**src/rtl/instruction_fetch.sv**
```systemverilog
// Two-phase instruction fetch/issue unit. It fetches from a program memory with
// one cycle of read latency, then resolves HLT/JMP/BEQ/BNE or issues the instruction.
module instruction_fetch #(
    parameter int ADDR_W = 12,
    parameter int DATA_W = 16
) (
    input  logic              clk,
    input  logic              rst,
    input  logic              enable,
    output logic [ADDR_W-1:0] pm_address,
    input  logic [DATA_W-1:0] pm_data,
    input  logic              zero_flag,
    output logic [DATA_W-1:0] instr,
    output logic              instr_valid,
    output logic [ADDR_W-1:0] instr_pc,
    output logic              halted
);

    localparam logic [4:0] OP_HLT = 5'b00000;
    localparam logic [4:0] OP_JMP = 5'b01000;
    localparam logic [4:0] OP_BEQ = 5'b01001;
    localparam logic [4:0] OP_BNE = 5'b01010;

    typedef enum logic [1:0] {
        S_FETCH,
        S_ISSUE,
        S_HALT
    } state_e;

    state_e            state_q, state_d;
    logic [ADDR_W-1:0] pc_q, pc_d;
    logic [DATA_W-1:0] instr_q, instr_d;
    logic [ADDR_W-1:0] instr_pc_q, instr_pc_d;
    logic              valid_q, valid_d;
    logic              halted_q, halted_d;

    logic [4:0]        opcode;
    logic [ADDR_W-1:0] target;
    logic [ADDR_W-1:0] pc_plus_one;

    // Branch targets are zero-extended from the 11-bit operand, so they cannot reach above 2047.
    assign opcode      = pm_data[DATA_W-1 -: 5];
    assign target      = ADDR_W'(pm_data[10:0]);
    assign pc_plus_one = pc_q + ADDR_W'(1);

    // NOTE: every always_comb output gets a default first so no path can infer a latch.
    always_comb begin
        state_d    = state_q;
        pc_d       = pc_q;
        instr_d    = instr_q;
        instr_pc_d = instr_pc_q;
        valid_d    = 1'b0;
        halted_d   = halted_q;

        unique case (state_q)
            S_FETCH: begin
                if (enable) state_d = S_ISSUE;
            end
            S_ISSUE: begin
                if (enable) begin
                    state_d = S_FETCH;
                    case (opcode)
                        OP_HLT: begin
                            state_d  = S_HALT;
                            halted_d = 1'b1;
                        end
                        OP_JMP: pc_d = target;
                        OP_BEQ: pc_d = zero_flag ? target : pc_plus_one;
                        OP_BNE: pc_d = zero_flag ? pc_plus_one : target;
                        default: begin
                            instr_d    = pm_data;
                            instr_pc_d = pc_q;
                            valid_d    = 1'b1;
                            pc_d       = pc_plus_one;
                        end
                    endcase
                end
            end
            S_HALT: begin
                // Only reset leaves HALT; enable is deliberately ignored here.
            end
            default: state_d = S_FETCH;
        endcase
    end

    // NOTE: sequential state uses non-blocking assignments so all registers update together.
    always_ff @(posedge clk) begin
        if (!rst) begin
            state_q    <= S_FETCH;
            pc_q       <= '0;
            instr_q    <= '0;
            instr_pc_q <= '0;
            valid_q    <= 1'b0;
            halted_q   <= 1'b0;
        end else begin
            state_q    <= state_d;
            pc_q       <= pc_d;
            instr_q    <= instr_d;
            instr_pc_q <= instr_pc_d;
            valid_q    <= valid_d;
            halted_q   <= halted_d;
        end
    end

    assign pm_address  = pc_q;
    assign instr       = instr_q;
    assign instr_pc    = instr_pc_q;
    assign instr_valid = valid_q;
    assign halted      = halted_q;

endmodule

```
**config.mk**
```make
export PLATFORM = sky130hd
export DESIGN_NAME = instruction_fetch
export DESIGN_NICKNAME = d
export VERILOG_FILES = /design/src/rtl/instruction_fetch.sv
export SDC_FILE = /design/constraint.sdc
export NUM_CORES = 1
export LEC_CHECK = 0
export ABC_AREA = 1
export CAP_MARGIN = 10
export CORE_ASPECT_RATIO = 1.2
export CORE_MARGIN = 2
export CORE_UTILIZATION = 36
export DETAILED_ROUTE_END_ITERATION = 8
export GPL_ROUTABILITY_DRIVEN = 0
export PLACE_DENSITY_LB_ADDON = 0.12
export SYNTH_ARGS = -nofsm -noshare
export SYNTH_HDL_FRONTEND = slang
export SYNTH_SLANG_ARGS = --single-unit
```
**constraint.sdc**
```tcl
create_clock -name clk -period 1.4 [get_ports clk]
set_input_delay 0.28 -clock clk [delete_from_list [all_inputs] [get_ports clk]]
set_output_delay 0.28 -clock clk [all_outputs]
set_load 0.02 [all_outputs]
```
After elaboration in Yosys (flattened, before gate mapping). Index checks and enable logic that the tools add are counted.

Divide/modulo/power cells: 0. Magnitude comparators: 0. $mul: 0. Bitwise gates (word level): 3. Equal/unequal tests: 7. Reductions and logical operators: 8. $add $sub $neg: 1. Muxes and demuxes: 8. Shift-type cells: 0.

Operator list (count): case mux 12 bit (4 select lines) (1); 2-to-1 mux 12 bit (2); equality test 5 x 4 -> 1 bit, second input constant (3); AND reduction 3 bit (5); adder 12 x 1 -> 12 bit, second input constant (1); 2-to-1 mux 2 bit (3); case mux 2 bit (3 select lines) (1); zero test 5 bit (1); inequality test 2 bit, second input constant (2); OR reduction 4 bit (1); inverter 1 bit (3); equality test 2 x 1 -> 1 bit, second input constant (1); equality test 2 bit, second input constant (1); zero test 2 bit (1); 2-to-1 mux 1 bit (1).

Register bits after elaboration: 44. Memory bits (read-only): 0. Input bits: 20. Memories kept: 0. Bits in latches: 0. Memory bits (writable): 0. Logic and storage cells: 33.

Logic depth before layout (Yosys ltp). Gate-level depths: netlist of run 1.

Depth after elaboration: 4. Mapped depth: 10. Mapped depth without buffers: 10.

Worst setup path after synthesis of run 1. Ideal clock, no wire load.

Kind: reg2reg. Start point: register pc_q[0], in the netlist pm_address[0]. End point: register pc_q[8], in the netlist pm_address[8]. Path buffers: 0. Slack: -0.012 ns. Data required time: 1.330 ns. Clock period less this slack: 1.412 ns. Stages on the path, launching flop included: 10. Data arrival time: 1.342 ns. Path through: dfxtp_1 ha_1 nand3_1 nor2_1 nand2_1 inv_1 nand2_1 nand2_1 nand2_1 a21oi_1.

Cells in the longest elaborated chain, start to end: 3. Elaborated cells between the ends (all ways): 4. Those cells by class: add/sub: 1; mux: 3.

RTL lines: start, declared (RTL line 31) `logic [ADDR_W-1:0] pc_q, pc_d;`; start signal, assigned (RTL line 97) `pc_q <= pc_d;`; adder 12 x 1 -> 12 bit * (RTL line 44) `assign pc_plus_one = pc_q + ADDR_W'(1);`; 2-to-1 mux 12 bit, on equally long branches (RTL line 69, 68); case mux 12 bit (4 select lines) * (RTL line 62) `case (opcode)`.

Mark *: on every way between the ends. The rest lies on a longest branch, timed or not. A chain may end at the register's enable or synchronous reset.

Worst setup path in the final report of run 1.
Start point: input port zero_flag. End point: register pc_q[0], in the netlist pm_address[0].

Cells in the longest elaborated chain, start to end: 2. Elaborated cells between the ends (all ways): 3. Those cells by class: mux: 3.

RTL lines: start, declared (RTL line 12) `input logic zero_flag,`; 2-to-1 mux 12 bit, on equally long branches (RTL line 69, 68); case mux 12 bit (4 select lines) * (RTL line 62).

Marks and branches as above.

==> results.ini, run 1 <==
[status]
outcome=finished, final reports clean

[grt]
antenna_found_initial=0
grt_pass1_vias=1941
grt_pass1_wl_um=8980
grt-ovfl-total=0
grt_usage_pct=18.5
grt_max_degree=26

[timing]
fin_setup_tns_ns=0
hold_violations=0
tightest_slew_ns=0.271
finalClockSkew_ns=0.00608
maxClockFrequency_ghz=0.752
period_share_pct=95.0
min_period_ns=1.33
final-max-slew-violation-count=0
finalSetupViolCount=0
maxSlewHeadroom_pct=81.9

[final_layout]
drive_gt1_share_pct=18.3
areaGrowthSynthToFinish_pct=53.6
num_antenna_cells=0
nets=394
fin_cells=434

[cts]
clock_latency_ns=0.29
root_buffer=clkbuf_8
cts_tree=built
cts_max_path_buffers=2
cts.clk_slew.worst_paths_ns=0.08
cts_buffers=5
cts.sinks=44
cts-htree-levels=2

[logic_synthesis]
synth_area_um2=1990
netlist_top_cells_area=dfxtp_1 (44%), nor2_1 (8.5%), o21ai_0 (7.8%)
syn_nets=300
syn_avg_cell_area_um2=7.14
yosys_warnings=0
syn_inst=279
synthDistinctLibCells=24
synth_top_area_cell=dfxtp_1
synth_seq_cells=44
ys_seq_area_share_pct=44.2
yosysTopAreaCellShare_pct=44.2

[flow_run]
cap_viol_max_count=0

[drt]
totalWireLength_um=5570
drc=0
routedWlPerCell_um=12.8
avgViaCountPerCell=4.79
vias=2077
ant_nets=0
drt_iter0_drc=54
firstDrtPassIters=4

[die]
rows=29
die_area_um2=6150
design.core.area_um2=5330
fp.dieW_um=71.9
ios=62
die_y_um=85.5
initial_core_util_pct=37.4

[setup_path]
critPathKind=input pin to register
worstPathRequired_ns=1.59
cp-end-kind=register
ff2ff_path_depth=9
worstPathMaxFanout=6
arrival_ns=1.52
cp-start-kind=input pin

[pwr]
clockPowerShare_pct=32.9
cellLeakagePower_nw=1.47
sequentialPowerShare_pct=48.5
ir_drop_mv=0.640
combPwrFrac_pct=18.6
p_switching_uw=724
p_int_mw=2.06
power.density_nw_per_um2=910
switching_share_pct=26.0

[placed_design]
dp_cells=422
dp_hpwl_um=4110
port_buffers=61

[hold_path]
min_path_cells=3
hold_class=input pin to register

==> power by group through the flow <==
stage | sequential [mW] | clock (mW) | combinational, mW
detailed placement | 1.38 | 0 | 0.522
floorplan | 1.46 | 0 | 0.174
finish | 1.35 | 0.918 | 0.518
global placement | 1.38 | 0 | 0.518
CTS | 1.35 | 0.947 | 0.484
global route | 1.36 | 0.995 | 0.566
==> what timing repair did <==
action	CTS	global route
buffers inserted	1	3
hold buffers	0	0
pin swaps	3	3
setup endpoints to repair	79	31
resized for setup	56	18
gates cloned	0	2
==> cell usage in the layout, fill, tap and decap left out, types with 2 or more instances in the layout <==
cell / netlist / final
nand4_1: 5 / 5
buf_6: 2 / 3
o21ai_1: 8 / 14
nand2_1: 39 / 37
clkbuf_8: 0 / 5
nor2_4: 3 / 3
inv_1: 24 / 23
o21ai_0: 31 / 25
nand3_2: 1 / 2
nor2_1: 45 / 42
clkdlybuf4s50_1: 0 / 13
a21oi_1: 24 / 24
nand2_2: 1 / 3
buf_4: 2 / 31
nor2_2: 0 / 3
buf_12: 0 / 2
dlygate4sd2_1: 0 / 47
dfxtp_4: 0 / 2
inv_2: 4 / 4
clkbuf_16: 0 / 2
dfxtp_1: 44 / 41
nor3_1: 2 / 2
nand3_1: 29 / 28
==> cells in the mapped netlist <==
cell      number
a21oi_1       24
a21oi_4        1
buf_2          5
buf_4          2
buf_6          2
clkbuf_1       4
dfxtp_1       44
ha_1           1
inv_1         24
inv_2          4
nand2_1       39
nand2_2        1
nand2_4        1
nand3_1       29
nand3_2        1
nand3b_1       1
nand4_1        5
nor2_1        45
nor2_4         3
nor3_1         2
o21ai_0       31
o21ai_1        8
or2_2          1
xor2_1         1
==> final timing paths <==
| check | start | to | slack [ns] |
|---|---|---|---|
| setup reg to reg | state_q[1] | instr_pc[10] | 0.08 |
| hold reg to reg | halted | halted | 0.45 |
| setup / recovery | zero_flag | pm_address[0] | 0.07 |
| hold / removal | enable | state_q[0] | 0.38 |
==> state kept, by name, indices dropped and copies added (netlist names) <==
register     cells
halted           1
instr_valid      1
instr_pc        12
state_q          2
instr           16
pm_address      12
==> layer usage <==
layer  vias to the layer above  part of all wire, %  global-route usage [%]
met5                         -                    0                       0
met4                         0                  1.1                    5.66
met1                       924                   46                    23.8
met3                         6                  4.2                    3.64
li1                       1102                    -                       -
met2                        45                   49                    31.2
==> stage by stage <==
stage	setup slack (ns)	power (mW)	utilization, %	hold slack [ns]	area (um^2)
final	0.0695	2.79	57.4	0.376	3060
after global routing	-0.00979	2.92	57.4	0.379	3060
after CTS	-0.00314	2.78	55.1	0.450	2940
after detailed placement	-0.486	1.90	53.7	0.440	2870
after global placement	-0.476	1.90	53.7	0.440	2870
after floorplan	0.00130	1.63	-	0.415	1990
==> worst max-delay path, stage by stage <==
cell	delay [ns]
clkdlybuf4s50_1	0.48
nand2_1	0.06
nand4_1	0.14
nand2_2	0.14
buf_6	0.16
nand3_1	0.07
nand2_1	0.06
nor2_1	0.09
nor2_1	0.04
==> cell type report <==
class	count	area [um^2]
clock buffer	5	68.8
clock inverter	1	30.0
fill	515	2270
inverter	28	110
multi-input combinational	194	960
sequential	44	890
tap	62	77.6
timing repair buffer	100	926
==> logic make-up after synthesis <==
kind of cell / Yosys count / synth area share (%)
compound gates: 64 / 16.6
xor+xnor: 1 / 0.440
fa+ha+maj: 1 / 0.628
buf+inv: 41 / 9.16
flops: 44 / 44.2
simple gates: 128 / 28.9
Power figures use the tool's default switching activity.
==> run 2, diff against run 1 <==
- CORE_MARGIN: 2 -> 5
- MAX_ROUTING_LAYER: unset -> met4
==> run 2 against run 1 <==
Non-clock buffer count grew 4. Die area is 16% higher. First-iteration DRC count increased by 110%. Critical endpoint is now pm_address[1]. Cell area increased by 3.1%.
==> results.ini, run 2 (synthesized netlist as in run 1, its figures left out) <==
[timing]
maxClockFrequency_ghz=0.735  ; -2.2%
finalSetupViolCount=0  ; unchanged
fin_setup_tns_ns=0  ; unchanged
rsz0062_at_grt=yes
tightest_slew_ns=0.277  ; +0.00614 ns
final-max-slew-violation-count=0  ; unchanged
holdWs_ns=0.380  ; +0.00386 ns
maxSlewHeadroom_pct=81.5  ; -0.41 points
min_period_ns=1.36  ; +0.0299 ns
setup_ws_ns=0.0397  ; -0.0299 ns
hold_violations=0  ; unchanged
period_share_pct=97.2  ; +2.1 points
finalClockSkew_ns=0.00608  ; -0.00000133 ns

[pwr]
p_switching_uw=768  ; +6.1%
total_power_mw=2.96  ; +6.3%
p_int_mw=2.19  ; +6.4%
switching_share_pct=25.9  ; -0.039 points
combPwrFrac_pct=18.5  ; about the same
ir_drop_mv=0.554  ; -13%
power.density_nw_per_um2=938  ; +3.1%
sequentialPowerShare_pct=45.5  ; -3.0 points
cellLeakagePower_nw=1.51  ; +2.7%
clockPowerShare_pct=35.9  ; +3.0 points

[drt]
avgViaCountPerCell=4.86  ; +1.5%
drt_iter0_drc=112  ; +110%
drc=0  ; unchanged
totalWireLength_um=6120  ; +10%
vias=2138  ; +2.9%
ant_nets=0  ; unchanged
firstDrtPassIters=4  ; unchanged
routedWlPerCell_um=13.9  ; +8.5%

[setup_path]
cp-start-kind=register
critPathKind=register to primary output
critical-path-top-delay-family=buffers and inverters
max_stage_delay_ns=0.37  ; -0.11 ns
crit_buf_inv=2  ; unchanged
slowest_stage=dfxtp_4
worstPathRequired_ns=1.12  ; -0.47 ns
cp-end-kind=primary output
worstPathMaxFanout=5  ; -1
path_cells=buf_4 > clkdlybuf4s15_1
arrival_ns=1.08  ; -0.44 ns

[status]
outcome=finished, final reports clean

[cts]
cts-htree-levels=2  ; unchanged
cts_max_path_buffers=2  ; unchanged
root_buffer=clkbuf_8
cts_tree=built
cts.clk_slew.worst_paths_ns=0.08  ; about the same
cts_buffers=5  ; unchanged
clock_latency_ns=0.30  ; about the same
cts.sinks=44  ; unchanged

[grt]
grt_pass1_wl_um=9790  ; +9.1%
grt_pass1_vias=2065  ; +6.4%
grt-ovfl-total=0  ; unchanged
grt_max_degree=27  ; +3.8%
antenna_found_initial=0  ; unchanged
grt_usage_pct=17.3  ; -1.2 points

[placed_design]
placed_area_um2=2900  ; +1.1%
port_buffers=61  ; unchanged
dp_hpwl_um=4340  ; +5.7%
dp_cells=423  ; +0.24%
pre_cts_ws_ns=-0.382  ; +0.103 ns

[final_layout]
final_cell_mix=dlygate4sd2_1 (43), dfxtp_1 (41), nor2_1 (37)
num_antenna_cells=0  ; unchanged
final_common_cell=dlygate4sd2_1
seqCellArea_um2=890  ; unchanged
post-route-cell-area_um2=3160  ; +3.1%
areaGrowthSynthToFinish_pct=58.4
largest_reg_flops=16  ; unchanged
drive_gt1_share_pct=22.8  ; +4.5 points
fillers=525  ; +1.9%
multi_input_area_um2=993  ; +3.5%
fin_cells=440  ; +1.4%
final_util_pct=59.2  ; +1.8 points
nets=398  ; +1.0%

[die]
die_y_um=91.5  ; +7.0%
initial_core_util_pct=37.4  ; unchanged
fp.dieW_um=77.9  ; +8.3%
design.core.area_um2=5330  ; unchanged
die_area_um2=7130  ; +16%
rows=29  ; unchanged
ios=62  ; unchanged

[flow_run]
cap_viol_max_count=0  ; unchanged

[hold_path]
hold_class=input pin to register

run 2: cell count changes in the layout (fill, tap and decap cells not counted), sizes merged:
cell           delta
buf               +4
clkbuf            +3
clkdlybuf4s15     +2
dlygate4sd2       -4
dlymetal6s2s      +1
run 2: routing by layer:
metal  GRT usage (%)  vias up  wire [um]  share of wire [%]
li1                -     1110          -                  -
met1            20.7      965       2670                 44
met2            28.1       54       3000                 49
met3            3.96        9        348                5.7
met4            6.34        0        104                1.7
met5               -        -          0                  0
run 2: path summary, 6_finish.rpt:
| path | startpoint | end | slack [ns] | depth (start not counted) |
|---|---|---|---|---|
| min reg2reg | instr_pc[8] | instr_pc[8] | 0.47 | 2 |
| max | pm_address[1] | pm_address[1] | 0.04 | 2 |
| min | enable | state_q[0] | 0.38 | 3 |
| max reg2reg | state_q[1] | instr[15] | 0.07 | 9 |
run 2: worst min-delay path: stages:
cell	delay [ns]
dlymetal6s2s_1	0.13
o21ai_0	0.17
nor3_1	0.05
run 2: power by group through the flow:
stage	Clock, mW	Sequential, mW	Combinational (mW)
5_1_grt	1.14	1.36	0.596
4_1_cts	1.09	1.35	0.497
3_3_place_gp	0	1.38	0.535
6_report	1.06	1.35	0.549
3_5_place_dp	0	1.38	0.537
2_1_floorplan	0	1.46	0.174
run 2: final cells by class:
type	count	area share (%)
clock buffer	7	3.05
timing repair buffer	104	30.5
multi-input combinational	194	31.5
inverter	28	3.41
sequential	44	28.2
clock inverter	1	0.951
tap	62	2.46
run 2: what timing repair did:
item | CTS | global route
pin swaps | 0 | 6
setup buffers | 0 | 7
setup endpoints to repair | 77 | 40
hold buffers | 0 | 0
gates resized for setup | 58 | 36
gates cloned | 0 | 2
==> run 3, diff against run 2 <==
- GPL_TIMING_DRIVEN: unset -> 0
- clock period: 1.4 -> 1.7 ns (I/O delays scaled with it)
==> run 3 against run 2 <==
Critical endpoint is now pm_address[10]. Highest routed layer unchanged. Sequential cell count is the same. Worst hold slack gained 0.058 ns. Clock skew grew 0.0016 ns. Setup slack gained 0.011 ns. Combinational power shrank 29%. Global-route usage shrank 0.47 points. Clock power shrank 26%. Critical path depth shrank 1. Utilization shrank 7.0 points. Via count shrank 6.5%. Power shrank 22%.
==> results.ini, run 3 (synthesized netlist as in run 1, its figures left out) <==
[pwr]
total_power_mw=2.30  ; -22%
sequentialPowerShare_pct=48.6  ; +3.1 points
clockPowerShare_pct=34.4  ; -1.5 points
switching_share_pct=26.3  ; +0.37 points
combPwrFrac_pct=17.0  ; -1.5 points
p_int_mw=1.69  ; -23%
power.density_nw_per_um2=826  ; -12%
cellLeakagePower_nw=1.15  ; -24%
p_switching_uw=604  ; -21%
ir_drop_mv=0.518  ; -6.5%

[cts]
cts_tree=built
cts.sinks=44  ; unchanged
cts_buffers=5  ; unchanged
cts-htree-levels=2  ; unchanged
cts_max_path_buffers=2  ; unchanged
cts.clk_slew.worst_paths_ns=0.08  ; about the same
root_buffer=clkbuf_8
clock_latency_ns=0.29  ; about the same
holdBufCountCts=0  ; unchanged

[setup_path]
arrival_ns=1.31  ; +0.23 ns
cp-end-kind=primary output
slowest_stage=clkdlybuf4s50_1
reg2reg_slack_ns=0.22  ; +0.15 ns
critPathKind=register to primary output
critical-path-top-delay-family=buffers and inverters
critPathLaunch=pm_address[10]
worstPathMaxFanout=4  ; -1
crit_buf_inv=1  ; -1
path_cells=clkdlybuf4s50_1
worstPathRequired_ns=1.36  ; +0.24 ns
r2r_start=pm_address[0]
max_stage_delay_ns=0.63  ; +0.26 ns
cp-start-kind=register

[final_layout]
drive_gt1_share_pct=9.22  ; -14 points
num_antenna_cells=0  ; unchanged
nets=367  ; -7.8%
final_cell_mix=clkdlybuf4s50_1 (51), nor2_1 (44), dfxtp_1 (44)
largest_reg_flops=16  ; unchanged
areaGrowthSynthToFinish_pct=39.6
final_common_cell=clkdlybuf4s50_1

[placed_design]
dp_hpwl_um=4260  ; -2.0%
port_buffers=60  ; -1.6%

[die]
initial_core_util_pct=37.4  ; unchanged
die_area_um2=7130  ; unchanged
design.core.area_um2=5330  ; unchanged
rows=29  ; unchanged
ios=62  ; unchanged
fp.dieW_um=77.9  ; unchanged
die_y_um=91.5  ; unchanged

[drt]
ant_nets=0  ; unchanged
avgViaCountPerCell=4.89  ; +0.53%
routedWlPerCell_um=13.8  ; -0.86%
drc=0  ; unchanged
totalWireLength_um=5640  ; -7.8%
drt_iter0_drc=99  ; -12%
firstDrtPassIters=4  ; unchanged
vias=1998  ; -6.5%

[grt]
grt-ovfl-total=0  ; unchanged
grt_max_degree=14  ; -48%
grt_pass1_vias=1945  ; -5.8%
grt_usage_pct=16.8  ; -0.47 points
antenna_found_initial=0  ; unchanged
grt_pass1_wl_um=9560  ; -2.3%

[timing]
hold_violations=0  ; unchanged
maxSlewHeadroom_pct=69.0  ; -13 points
maxClockFrequency_ghz=0.606
final-max-slew-violation-count=0  ; unchanged
finalSetupViolCount=0  ; unchanged
holdWs_ns=0.438  ; +0.0581 ns
finalClockSkew_ns=0.00768  ; +0.00160 ns
tightest_slew_ns=0.465  ; +0.188 ns
rsz0062_at_grt=yes
period_share_pct=97.0
min_period_ns=1.65

[hold_path]
min-delay-start=pm_data[14]
hold_class=input pin to register

[flow_run]
cap_viol_max_count=0  ; unchanged

[status]
outcome=finished, final reports clean

run 3: cell types whose count changed in the layout (fill, tap and decap cells not counted), sizes merged:
cell           before  now
clkdlybuf4s15       2    0
clkbuf             10   11
dlymetal6s2s        2    1
clkdlybuf4s50      13   51
dlygate4sd2        43    8
clkinv              0    1
buf                41    8
run 3: path summary, 6_finish.rpt:
kind	endpoint	cells past startpoint
worst max-delay path	pm_address[10]	1
worst min-delay path	instr[14]	3
worst max register to register	pm_address[8]	9
worst min register to register	halted	2
run 3: layer usage:
| metal | vias to the layer above | share of wire [%] | track usage, % | wire [um] |
|---|---|---|---|---|
| met5 | - | 0 | - | 0 |
| met4 | 0 | 0.82 | 4.93 | 46 |
| met3 | 5 | 4.8 | 4.46 | 268 |
| met2 | 47 | 48 | 26.0 | 2690 |
| met1 | 900 | 47 | 21.5 | 2640 |
| li1 | 1046 | - | - | - |
run 3: repair_timing:
item / 4_1_cts / 5_1_grt
setup endpoints to repair: 9 / 35
endpoints found under the hold margin: 0 / 0
buffers inserted: 0 / 0
resized for setup: 9 / 6
pin swaps: 0 / 1
run 3: worst min-delay path, stage by stage:
cell and delay [ns]:
dlymetal6s2s_1 0.18, nor2_1 0.12, nor2_1 0.05
run 3: cell type report:
type | count | area [um^2]
fill | 552 | 2550
multi-input combinational | 194 | 935
sequential | 44 | 881
timing repair buffer | 60 | 593
inverter | 28 | 105
buffer | 13 | 83.8
tap | 62 | 77.6
clock buffer | 6 | 72.6
clock inverter | 2 | 35.0
run 3: power groups by stage:
stage | Combinational, mW | Clock [mW] | Sequential (mW)
2_1_floorplan | 0.143 | 0 | 1.20
3_3_place_gp | 0.395 | 0 | 1.14
3_5_place_dp | 0.397 | 0 | 1.14
4_1_cts | 0.394 | 0.815 | 1.12
5_1_grt | 0.431 | 0.854 | 1.12
6_report | 0.392 | 0.789 | 1.12
run 3: metrics by stage:
| step | cells | TNS [ns] | utilization (%) | area, um^2 | setup WS, ns |
|---|---|---|---|---|---|
| after detailed placement | 401 | -10.57 | 50.1 | 2670 | -0.319 |
| after global placement | 401 | -9.31 | 50.1 | 2670 | -0.283 |
| after CTS | 409 | 0 | 52.0 | 2770 | 0.0443 |
| after global routing | 409 | -0.00136 | 52.2 | 2780 | -0.00136 |
| final | 409 | 0 | 52.2 | 2780 | 0.0503 |
| after floorplan | 279 | 0 | - | 1990 | 0.288 |
